`src/rtl/sub_serial.sv`:
```
// Bit-serial N-bit subtractor (a - b), LSB first, one bit per clock.
// Optional macro SUB_SERIAL_ABS_EN loads |a - b| into diff instead of the raw result.
module sub_serial #(
  parameter int N = 8
) (
  input  logic         clk,
  input  logic         rst_n,
  input  logic         start,
  input  logic [N-1:0] a,
  input  logic [N-1:0] b,
  output logic [N-1:0] diff,
  output logic         borrow,
  output logic         busy,
  output logic         done
);
  localparam int CW = (N > 2) ? $clog2(N) : 1;

  typedef enum logic [1:0] {IDLE = 2'd0, RUN = 2'd1, DONE = 2'd2} state_t;

  state_t         state_q, state_d;
  logic [N-1:0]   a_q, a_d, b_q, b_d, res_q, res_d, diff_q, diff_d;
  logic [CW-1:0]  cnt_q, cnt_d;
  logic           c_q, c_d, borrow_q, borrow_d;
  logic           accept, last, d_bit, c_next;
  logic [N-1:0]   raw;

  // start is only honoured when no operation is in flight
  assign accept = start && (state_q == IDLE || state_q == DONE);
  assign last   = (cnt_q == CW'(N - 1));
  assign d_bit  = a_q[0] ^ b_q[0] ^ c_q;
  assign c_next = (~a_q[0] & b_q[0]) | (~(a_q[0] ^ b_q[0]) & c_q);
  assign raw    = {d_bit, res_q[N-1:1]};

  always_ff @(posedge clk or negedge rst_n) begin
    if (!rst_n) state_q <= IDLE;
    else        state_q <= state_d;
  end

  always_comb begin
    state_d = state_q;
    case (state_q)
      IDLE:    if (start) state_d = RUN;
      RUN:     if (last)  state_d = DONE;
      DONE:    state_d = start ? RUN : IDLE;
      default: state_d = IDLE;
    endcase
  end

  always_comb begin
    busy = (state_q == RUN);
    done = (state_q == DONE);
  end

  always_comb begin
    a_d      = a_q;
    b_d      = b_q;
    res_d    = res_q;
    cnt_d    = cnt_q;
    c_d      = c_q;
    diff_d   = diff_q;
    borrow_d = borrow_q;
    if (accept) begin
      a_d   = a;
      b_d   = b;
      res_d = '0;
      cnt_d = '0;
      c_d   = 1'b0;
    end else if (state_q == RUN) begin
      a_d   = a_q >> 1;
      b_d   = b_q >> 1;
      res_d = raw;
      cnt_d = cnt_q + CW'(1);
      c_d   = c_next;
      if (last) begin
`ifdef SUB_SERIAL_ABS_EN
        diff_d = c_next ? (~raw + N'(1)) : raw;
`else
        diff_d = raw;
`endif
        borrow_d = c_next;
      end
    end
  end

  always_ff @(posedge clk or negedge rst_n) begin
    if (!rst_n) begin
      a_q      <= '0;
      b_q      <= '0;
      res_q    <= '0;
      cnt_q    <= '0;
      c_q      <= 1'b0;
      diff_q   <= '0;
      borrow_q <= 1'b0;
    end else begin
      a_q      <= a_d;
      b_q      <= b_d;
      res_q    <= res_d;
      cnt_q    <= cnt_d;
      c_q      <= c_d;
      diff_q   <= diff_d;
      borrow_q <= borrow_d;
    end
  end

  assign diff   = diff_q;
  assign borrow = borrow_q;
endmodule
```
`config.mk`:
```
export PLATFORM = sky130hd
export DESIGN_NAME = sub_serial
export DESIGN_NICKNAME = d
export VERILOG_FILES = /design/src/rtl/sub_serial.sv
export SDC_FILE = /design/constraint.sdc
export NUM_CORES = 1
export LEC_CHECK = 0
export BUFFER_PORTS_ARGS = -buffer_cell sky130_fd_sc_hd__buf_2
export CORE_MARGIN = 3
export CORE_UTILIZATION = 57
export CTS_BUF_LIST = sky130_fd_sc_hd__clkbuf_4
export DETAILED_ROUTE_END_ITERATION = 8
export PLACE_DENSITY = 0.81
export SYNTH_ARGS = -nofsm -noshare
export SYNTH_HDL_FRONTEND = slang
export SYNTH_SLANG_ARGS = --single-unit
```
`constraint.sdc`:
```
create_clock -name clk -period 1.7 [get_ports clk]
set_input_delay 0.34 -clock clk [delete_from_list [all_inputs] [get_ports clk]]
set_output_delay 0.34 -clock clk [all_outputs]
set_load 0.02 [all_outputs]
```
# After elaboration in Yosys (flattened, before gate mapping)
# Index checks and enable logic that the tools add are counted.
# op_classes
eq_ne	5
n_bitwise	8
n_addsub	1
n_reduce_logical	6
mux	14
# ops
operator	n
two-way mux 8 bit	6
two-way mux 3 bit	2
one-hot mux 2 bit (3 select lines)	1
two-way mux 2 bit	2
adder 3 x 1 -> 3 bit, second input constant	1
equality test 3 bit, second input constant	1
two-way mux 1 bit	3
inverter 1 bit	3
AND reduction 3 bit	1
bitwise AND 1 bit	2
equality test 2 x 1 -> 1 bit, second input constant	1
equality test 2 bit, second input constant	1
zero test 2 bit	1
inequality test 2 x 1 -> 1 bit, second input constant	1
inequality test 2 bit, second input constant	1
AND reduction 2 bit	1
nonzero test 2 bit	1
bitwise XOR 1 bit	2
logical AND 1 bit	1
logical OR 1 bit	1
OR 1 bit	1
# totals
regBits	39
input_bits	19
word_cells	42

# Longest topological paths before layout
# Gate-level depths: netlist of the first run.
# depth
word_depth	6
mapped_depth	6
mapped_depth_nobuf	5

# Worst setup path after synthesis of the first run
# OpenSTA, ideal clock, no wires.
# synth_timing
path_kind	reg2reg
startpoint	register cnt_q[0]
endpoint	register diff_q[1] (netlist: diff[1])
n_path_buf	1
arrival_ns	1.368
slack_ns	0.204
t_required_ns	1.572
synth_period_minus_slack_ns	1.496
path_stages_with_launch	6
setup_ns	0.128
path_cell_list	dfrtp_1 ha_1 ha_1 nand3b_1 buf_2 mux2_1
# synth_between
elab_chain_cells	2
# synth_rtl
element	line	text
start: declaration	22	logic [CW-1:0] cnt_q, cnt_d;
start signal: assignment	98	cnt_q <= cnt_d;
equality test 3 bit	29	assign last = (cnt_q == CW'(N - 1));
AND reduction 3 bit (no line)	--	
end signal: assignment	100	diff_q <= diff_d;
end: declaration	21	logic [N-1:0] a_q, a_d, b_q, b_d, res_q, res_d, diff_q, diff_d;
# No other way between the ends.
# A chain may end at the register's enable or synchronous reset.

# Worst setup path in the final report of the first run
# layout_timing
startpoint	register state_q[1]
endpoint	output port busy
# layout_between
elab_chain_cells	1
# layout_rtl
element	line	text
start: declaration	20	state_t state_q, state_d;
start signal: assignment	36	else state_q <= state_d;
equality test 2 x 1 -> 1 bit	50	busy = (state_q == RUN);
end: declaration	13	output logic busy,
# No other way between the ends.

==> results of run 1 <==
==> worst max-delay path: stages, from the launching register on <==
cell	delay, ps
dfrtp_2	470
nand2b_1	190
inv_2	130
buf_2	180
==> area by class of cell <==
class                      instances  share of cell area
clock buffer                       5              0.0192
sequential                        38               0.488
timing repair buffer              39               0.127
clock inverter                     3              0.0205
inverter                          16              0.0307
tap                               30              0.0192
multi-input combinational         71               0.296
==> what timing repair did <==
item                       CTS  global route
hold buffers                 1             0
hold endpoints to repair    17             0
setup endpoints to repair    1             2
resized for setup            1             1
buffers inserted             0             2
==> per-stage QoR <==
step | hold slack, ps | std cells | setup slack [ps]
5_1_grt | 193 | 202 | -16.4
6_report | 213 | 202 | 38.4
4_1_cts | 197 | 200 | 6.11
2_1_floorplan | 44.4 | 132 | 204
3_5_place_dp | 296 | 191 | 213
3_3_place_gp | 291 | 191 | 248
==> metal layers <==
layer  up-vias  global-route usage
met3         6              0.0675
met1       558               0.252
met5         -                   0
met2        35               0.326
li1        547                   -
met4         0               0.123
==> where the power goes <==
| group | switching (W) | leakage, nW | total, W | internal (W) |
|---|---|---|---|---|
| logic | 0.000770 | 0.480 | 0.00147 | 0.000702 |
| clock network | 0.000304 | 0.0450 | 0.000608 | 0.000304 |
| registers | 0.000275 | 0.467 | 0.00158 | 0.00131 |
==> registers in the layout (all words and copies together) (netlist names) <==
| signal | flops |
|---|---|
| diff | 8 |
| cnt_q | 3 |
| b_q | 8 |
| c_q | 1 |
| state_q | 2 |
| borrow | 1 |
| a_q | 8 |
| res_q | 7 |
==> cell usage in the layout, fill, tap and decap left out, drive strengths merged, types with 3 or more instances in the layout <==
cell | netlist | final
o22ai | 12 | 12
nor2b | 4 | 4
buf | 6 | 38
mux2 | 12 | 12
inv | 16 | 16
a22o | 12 | 12
dfrtp | 38 | 38
o21ai | 3 | 3
a21oi | 14 | 14
clkbuf | 1 | 5
==> path summary, 6_finish.rpt <==
| kind | end | depth (start not counted) | from |
|---|---|---|---|
| worst max-delay path | busy | 3 | state_q[1] |
| worst min-delay path | a_q[7] | 2 | a[7] |
| worst max register to register | diff[7] | 5 | cnt_q[0] |
| worst min register to register | diff[5] | 1 | diff[5] |
| max in group asynchronous | state_q[1] | 3 | rst_n |
| min in group asynchronous | res_q[5] | 2 | rst_n |
==> cells by family (layout without fill, tap and decap cells) <==
group | after synthesis | in the layout | synth area share
AOI/OAI and AO/OA | 44 | 44 | 0.197
DFF | 38 | 38 | 0.583
buffers and inverters | 23 | 63 | 0.0622
muxes | 14 | 14 | 0.0952
and+or+nand+nor | 10 | 10 | 0.0345
adders and majority gates | 3 | 3 | 0.0276
==> summary.txt, run 1 <==
Outcome
  – Status: finished clean

Floorplan
  – Die height: 59.5 um
  – Chip Width: 59.5 um
  – Die Area: 3540 sq um
  – Core Area: 2590 sq um
  – Initial Utilization: 0.629
  – Standard-cell rows: 18
  – # IOs: 30

Route
  – Wire per inst: 15.3 um
  – Final WL: 3.10 mm
  – Met1 wire length: 1.34 mm
  – Uppermost layer routed: met4
  – DR iter-0 viols: 28
  – Post-DRT Antenna Nets: 0
  – Met3 wire length: approximately 180 um
  – Metal2 WL: around 1.5 mm
  – Routed vias: approximately 1100
  – Post-DR vias/cell: about 5.7
  – Drt pass-1 iters: 4
  – DRC errors left: 0

Finish
  – Final instance area: 1950 sq um
  – Final #Nets: around 190
  – P&R area growth vs syn: 19.9%
  – Fin util: 0.755
  – Register Area: 953 sq um
  – Fillers: 168
  – Area of the multi-input gates: 578 sq um
  – Diode count: 0
  – Layout cell share with drive strength beyond 1: 0.349

Setup path
  – Worst Path Required: 1360 ps
  – Worst setup EP type: primary output
  – WS Path Type: reg -> out
  – CP Data Arrival Time: 1320 ps
  – CP Max Fanout: 7
  – R2R Setup Slk: ~190 ps
  – CP Launch Type: flop

Global routing
  – Largest net degree at the start of global routing: 22
  – GRT Resource Usage Total: 0.209
  – Antenna violations before repair: 0
  – Vias in the first global route: 1192
  – First-pass GRT wire length: 5.28 mm
  – Total gr overflow: 0

Place
  – Post-DP HPWL: around 2.2 mm
  – Final Wtd Congestion: 0.728
  – IO buf count: 29
  – Placement Cell Area: 1850 sq um

STA
  – Period minus WS final: 1660 ps
  – Final Cycle Share: 0.977
  – Clk_skew: 8.95 ps
  – TNS Setup: 0 ps
  – Final setup violation count: 0
  – Fmax: 602 MHz
  – Relative slew slack: 0.677
  – Worst slew pin tran: ~480 ps
  – Final hold violations: 0
  – Slew Viols, Final: 0

Synthesis
  – Post-synth EDFFs: 0
  – Top cells by count, synth: 38 x dfrtp_1, 14 x inv_1, 12 x a22o_1, 12 x o22ai_1, 11 x mux2_1
  – Ys flop type: dfrtp_1
  – Async set-reset flop share out of synthesis: 1.00
  – Mapped Avg Cell Area: 12.4 sq um
  – Most area-consuming cells after synthesis: dfrtp_1 58%, mux2_1 7.6%, a22o_1 6.4%, a21oi_2 4.8%, o22ai_1 4.6%
  – FF+latch count, synth: 38
  – Synth Cell Area: 1630 sq um
  – Synth Warn #: 0
  – Sequential area share after synthesis: 0.583
  – Synth Instances: 132
  – Most area-hungry cell type in the Yosys netlist: dfrtp_1
  – Count leader, synth: dfrtp_1
  – Unique masters post-synth: 24
  – Syn nets: about 150
  – Synth top area share: 0.583

Clock tree
  – Reg clk slew, reported paths: about 110 ps
  – CTS sink count: 38
  – Num CTS Buffers: 5
  – TritonCTS clock tree: done
  – CTS root buf: clkbuf_4
  – Deepest clock path buffer count: 2
  – Clock Latency Late Sink: 360 ps
  – H-Tree Depth: 2

Power and ir drop
  – Leak: 0.992 nW
  – Post-layout total power: 0.00366 W
  – Pwr dens: roughly 1900 nW/um^2
  – Maximum vdd drop: around 1300 uV

Hold path
  – Hold Path Class: in -> reg

Job
  – Max_cap viols: 0
(Power assumes the default switching activity.)
==> inputs of run 2 (changes only) <==
RECOVER_POWER = 50   (was unset)
==> run 2 against run 1 <==
Die area unchanged. Critical path depth unchanged. Sequential share of layout area about the same. Clock power about the same. Non-clock buffer count unchanged. Critical path type unchanged. Highest routed layer unchanged.
==> summary.txt, run 2 (synthesized netlist as in run 1, its figures left out) <==
Setup path
  – CP bufs+invs: 2 (unchanged)
  – Worst setup EP type: primary output (unchanged)
  – CP Max Fanout: 7 (unchanged)
  – Worst Path Required: 1360 ps (about the same)
  – CP Data Arrival Time: 1320 ps (about the same)
  – CP Launch Type: flop (unchanged)
  – WS Path Type: reg -> out (unchanged)
  – CP peak stage delay: 470 ps (about the same)
  – Top delay family on crit path: flip-flops (unchanged)
  – Slowest cell on the critical path: dfrtp_2 (unchanged)
  – Worst-path cell chain: nand2b_1 -> inv_2 -> buf_2 (unchanged)

Global routing
  – Vias in the first global route: 1192 (unchanged)
  – Total gr overflow: 0 (unchanged)
  – First-pass GRT wire length: 5.28 mm (unchanged)
  – Antenna violations before repair: 0 (unchanged)
  – Layer with the highest usage: met2 (unchanged)
  – Largest net degree at the start of global routing: 22 (unchanged)
  – GRT Resource Usage Total: 0.209 (unchanged)
  – GR Util met3: 0.0675 (unchanged)
  – Global-route track usage on met1: 0.252 (unchanged)
  – M2 GR Usage: 0.326 (unchanged)

Finish
  – Area of the multi-input gates: 578 sq um (unchanged)
  – Register Area: 953 sq um (unchanged)
  – P&R area growth vs syn: 19.8% (was 19.9%)
  – Commonest non-fill, non-tap cell in the layout: dfrtp_1 (unchanged)
  – Commonest non-fill, non-tap cells in the layout: 36 x dfrtp_1, 28 x buf_2, 14 x inv_1 (was 36 x dfrtp_1, 29 x buf_2, 14 x inv_1)
  – Diode count: 0 (unchanged)
  – Layout cell share with drive strength beyond 1: 0.343 (was 0.349)
  – Final #Nets: 193 (unchanged)
  – Post-Layout Cell Count: 202 (unchanged)
  – Fillers: 169 (was 168)

Power and ir drop
  – Leak: 0.989 nW (was 0.992 nW)
  – Pwr dens: 1870 nW/um^2 (about the same)
  – Post-layout total power: 0.00366 W (about the same)
  – Maximum vdd drop: 1340 uV (about the same)

Floorplan
  – Die Area: 3540 sq um (unchanged)
  – # IOs: 30 (unchanged)
  – Chip Width: 59.5 um (unchanged)
  – Standard-cell rows: 18 (unchanged)
  – Initial Utilization: 0.629 (unchanged)
  – Die height: 59.5 um (unchanged)
  – Core Area: 2590 sq um (unchanged)

STA
  – Final Hold Slack: 213 ps (about the same)
  – Period minus WS final: 1660 ps (about the same)
  – Final setup violation count: 0 (unchanged)
  – Final hold violations: 0 (unchanged)
  – Slew Viols, Final: 0 (unchanged)
  – Fmax: 602 MHz (about the same)
  – Worst slew pin tran: 968 ps (was 485 ps)
  – Clk_skew: 8.76 ps (was 8.95 ps)
  – Relative slew slack: 0.354 (was 0.677)
  – TNS Setup: 0 ps (unchanged)
  – Final Cycle Share: 0.977 (about the same)

Clock tree
  – CTS root buf: clkbuf_4 (unchanged)
  – H-Tree Depth: 2 (unchanged)
  – CTS sink count: 38 (unchanged)
  – Clock Latency Late Sink: 350 ps (was 360 ps)
  – Deepest clock path buffer count: 2 (unchanged)
  – Reg clk slew, reported paths: 110 ps (about the same)
  – TritonCTS clock tree: done (unchanged)
  – Num CTS Buffers: 5 (unchanged)

Place
  – Final Wtd Congestion: 0.728 (unchanged)
  – Placed Instances: 191 (unchanged)
  – Post-DP HPWL: 2.16 mm (unchanged)
  – IO buf count: 29 (unchanged)

Job
  – Max_cap viols: 0 (unchanged)

Route
  – Post-DR vias/cell: 5.67 (unchanged)
  – Routed vias: 1146 (unchanged)
  – Drt pass-1 iters: 4 (unchanged)
  – Post-DRT Antenna Nets: 0 (unchanged)
  – Final WL: 3.10 mm (about the same)
  – Wire per inst: 15.3 um (about the same)
  – DR iter-0 viols: 28 (unchanged)
  – DRC errors left: 0 (unchanged)

Outcome
  – Status: finished clean (unchanged)

Hold path
  – Hold Path Class: in -> reg (unchanged)
-- run 2: per-layer routing --
layer	share of wire	routed length, um
met5	0	0
met3	0.057	175
met2	0.49	1510
met1	0.43	1340
met4	0.025	77
-- run 2: final timing paths --
check,startpoint,to,slack [ps],cells after the start
hold reg to reg,diff[5],diff[5],500,1
hold / removal,a[7],a_q[7],210,2
max in group asynchronous,rst_n,state_q[1],410,3
setup / recovery,state_q[1],busy,40,3
setup reg to reg,cnt_q[0],diff[7],190,5
min in group asynchronous,rst_n,res_q[5],640,2
-- run 2: area by class of cell --
type / count / area share
sequential: 38 / 0.488
multi-input combinational: 71 / 0.296
timing repair buffer: 39 / 0.126
inverter: 16 / 0.0307
clock inverter: 3 / 0.0205
clock buffer: 5 / 0.0192
tap: 30 / 0.0192
-- run 2: power breakdown --
part	switching (W)	internal (W)	leakage [nW]
logic	0.000770	0.000702	0.477
registers	0.000275	0.00131	0.467
clock network	0.000303	0.000304	0.0450
total	0.00135	0.00231	0.989
-- run 2: timing repair --
action                                  CTS  global route
endpoints found under the setup margin    1             2
buffers inserted                          0             2
gates resized for setup                   1             1
hold buffers                              1             0
hold endpoints to repair                 17             0
pin swaps                                 0             0
-- run 2: through the flow --
step / utilization / worst slack (ps) / cell area, sq um
after floorplan: - / 204 / 1630
after global placement: 0.714 / 248 / 1850
after detailed placement: 0.714 / 213 / 1850
after CTS: 0.748 / 6.11 / 1940
after global routing: 0.754 / -16.4 / 1950
final: 0.754 / 38.8 / 1950
==> inputs of run 3 (changes only) <==
--- a/config.mk
+++ b/config.mk
@@ -7,4 +7,5 @@
 export LEC_CHECK = 0
 export BUFFER_PORTS_ARGS = -buffer_cell sky130_fd_sc_hd__buf_2
+export CAP_MARGIN = 5
 export CORE_MARGIN = 3
 export CORE_UTILIZATION = 57
@@ -13,4 +14,5 @@
 export PLACE_DENSITY = 0.81
 export RECOVER_POWER = 50
+export SKIP_CTS_REPAIR_TIMING = 1
 export SYNTH_ARGS = -nofsm -noshare
 export SYNTH_HDL_FRONTEND = slang
==> constraint.sdc (replaced) <==
create_clock -name clk -period 1.7 [get_ports clk]
set_input_delay 0.34 -clock clk [delete_from_list [all_inputs] [get_ports clk]]
set_output_delay 0.34 -clock clk [all_outputs]
set_load 0.05 [all_outputs]
==> run 3 against run 2 <==
Core utilization decreased by 0.097 points. Critical path type unchanged. Final cell count increased by 1.5%. Critical endpoint is now done. Sequential share of layout area grew 0.063 points.
==> summary.txt, run 3 (synthesized netlist as in run 1, its figures left out) <==
Global routing
  – GR Util met3: 0.0784 (was 0.0675)
  – First-pass GRT wire length: 4.97 mm (was 5.28 mm)
  – M2 GR Usage: 0.331 (was 0.326)
  – Layer with the highest usage: met2 (unchanged)
  – Largest net degree at the start of global routing: 39 (was 22)
  – Vias in the first global route: 1169 (was 1192)
  – GRT Resource Usage Total: 0.194 (was 0.209)
  – Antenna violations before repair: 0 (unchanged)
  – Total gr overflow: 0 (unchanged)
  – Global-route track usage on met1: 0.212 (was 0.252)

Finish
  – Final #Nets: 196 (was 193)
  – Register Area: 953 sq um (unchanged)
  – Commonest non-fill, non-tap cell in the layout: dfrtp_1 (unchanged)
  – P&R area growth vs syn: 19.6% (was 19.8%)
  – Layout cell share with drive strength beyond 1: 0.354 (was 0.343)
  – Post-Layout Cell Count: 205 (was 202)
  – Commonest non-fill, non-tap cells in the layout: 36 x dfrtp_1, 27 x buf_2, 14 x inv_1 (was 36 x dfrtp_1, 28 x buf_2, 14 x inv_1)
  – Diode count: 0 (unchanged)
  – Area of the multi-input gates: 578 sq um (unchanged)
  – Final instance area: 1950 sq um (about the same)
  – Fillers: 174 (was 169)

STA
  – Final setup violation count: 0 (unchanged)
  – Slew Viols, Final: 0 (unchanged)
  – Clk_skew: 7.42 ps (was 8.76 ps)
  – Final hold violations: 0 (unchanged)
  – Relative slew slack: 0.405 (was 0.354)
  – Period minus WS final: 1640 ps (was 1660 ps)
  – TNS Setup: 0 ps (unchanged)
  – Final Cycle Share: 0.967 (was 0.977)
  – Fmax: 608 MHz (was 602 MHz)
  – Worst slew pin tran: 892 ps (was 968 ps)

Hold path
  – Hold Path Class: in -> reg (unchanged)

Route
  – Post-DRT Antenna Nets: 0 (unchanged)
  – Post-DR vias/cell: 5.57 (was 5.67)
  – Wire per inst: 14.5 um (was 15.3 um)
  – DR iter-0 viols: 38 (was 28)
  – Final WL: 2.97 mm (was 3.10 mm)
  – DRC errors left: 0 (unchanged)
  – Routed vias: 1141 (was 1146)
  – Drt pass-1 iters: 4 (unchanged)

Floorplan
  – Standard-cell rows: 18 (unchanged)
  – Initial Utilization: 0.629 (unchanged)
  – Chip Width: 59.5 um (unchanged)
  – Die Area: 3540 sq um (unchanged)
  – Core Area: 2590 sq um (unchanged)
  – # IOs: 30 (unchanged)
  – Die height: 59.5 um (unchanged)

Place
  – Placement Cell Area: 1860 sq um (was 1850 sq um)
  – Post-DP HPWL: 2.05 mm (was 2.16 mm)
  – Placed Instances: 192 (was 191)
  – Final Wtd Congestion: 0.721 (was 0.728)
  – IO buf count: 29 (unchanged)

Job
  – Max_cap viols: 0 (unchanged)

Clock tree
  – CTS root buf: clkbuf_4 (unchanged)
  – H-Tree Depth: 2 (unchanged)
  – Num CTS Buffers: 5 (unchanged)
  – Deepest clock path buffer count: 2 (unchanged)
  – TritonCTS clock tree: done (unchanged)
  – CTS sink count: 38 (unchanged)
  – Clock Latency Late Sink: 340 ps (was 350 ps)
  – Reg clk slew, reported paths: 100 ps (was 110 ps)

Power and ir drop
  – Pwr dens: 1930 nW/um^2 (was 1870 nW/um^2)
  – Leak: 0.993 nW (was 0.989 nW)
  – Maximum vdd drop: 1530 uV (was 1340 uV)

Setup path
  – WS Path Type: reg -> out (unchanged)
  – CP Launch Type: flop (unchanged)
  – Worst Path Required: 1360 ps (about the same)
  – CP Max Fanout: 6 (was 7)
  – CP Data Arrival Time: 1300 ps (was 1320 ps)
  – Worst setup EP type: primary output (unchanged)

Outcome
  – Status: finished clean (unchanged)
-- run 3: area by class of cell --
cell class                 count  share of cell area
inverter                      16              0.0308
clock inverter                 2             0.00449
tap                           30              0.0192
sequential                    38               0.489
multi-input combinational     71               0.296
clock buffer                   6              0.0231
timing repair buffer          42               0.137
-- run 3: metal layers --
| metal | wire length, um | up-vias |
|---|---|---|
| met4 | 65 | 0 |
| met2 | 1440 | 28 |
| met1 | 1320 | 555 |
| met3 | 148 | 9 |
| li1 | - | 549 |
| met5 | 0 | - |
-- run 3: critical path, stage by stage (launching register included) --
cell	delay, ps
dfrtp_2	440
buf_4	160
nor2b_1	180
buf_6	180
-- run 3: final timing paths --
| check | slack (ps) | end | cells past startpoint | start |
|---|---|---|---|---|
| max | 60 | done | 3 | state_q[1] |
| min | 230 | a_q[7] | 2 | a[7] |
| max reg2reg | 180 | diff[5] | 5 | cnt_q[0] |
| min reg2reg | 490 | borrow | 2 | borrow |
| max in group asynchronous | 370 | state_q[1] | 3 | rst_n |
| min in group asynchronous | 720 | diff[3] | 3 | rst_n |
-- run 3: power by group --
part	switching, W	leakage (nW)	internal [W]
registers	0.000274	0.467	0.00131
clock network	0.000276	0.0331	0.000171
logic	0.00100	0.493	0.000731
-- run 3: stage by stage --
step	hold slack (ps)	power, W	util	setup WS [ps]
3_5_place_dp	317	0.00328	0.717	196
6_report	229	0.00376	0.753	55.3
2_1_floorplan	44.4	0.00282	-	45.4
4_1_cts	-68.4	0.00372	0.738	-127
3_3_place_gp	317	0.00320	0.717	247
5_1_grt	224	0.00403	0.753	-19.8
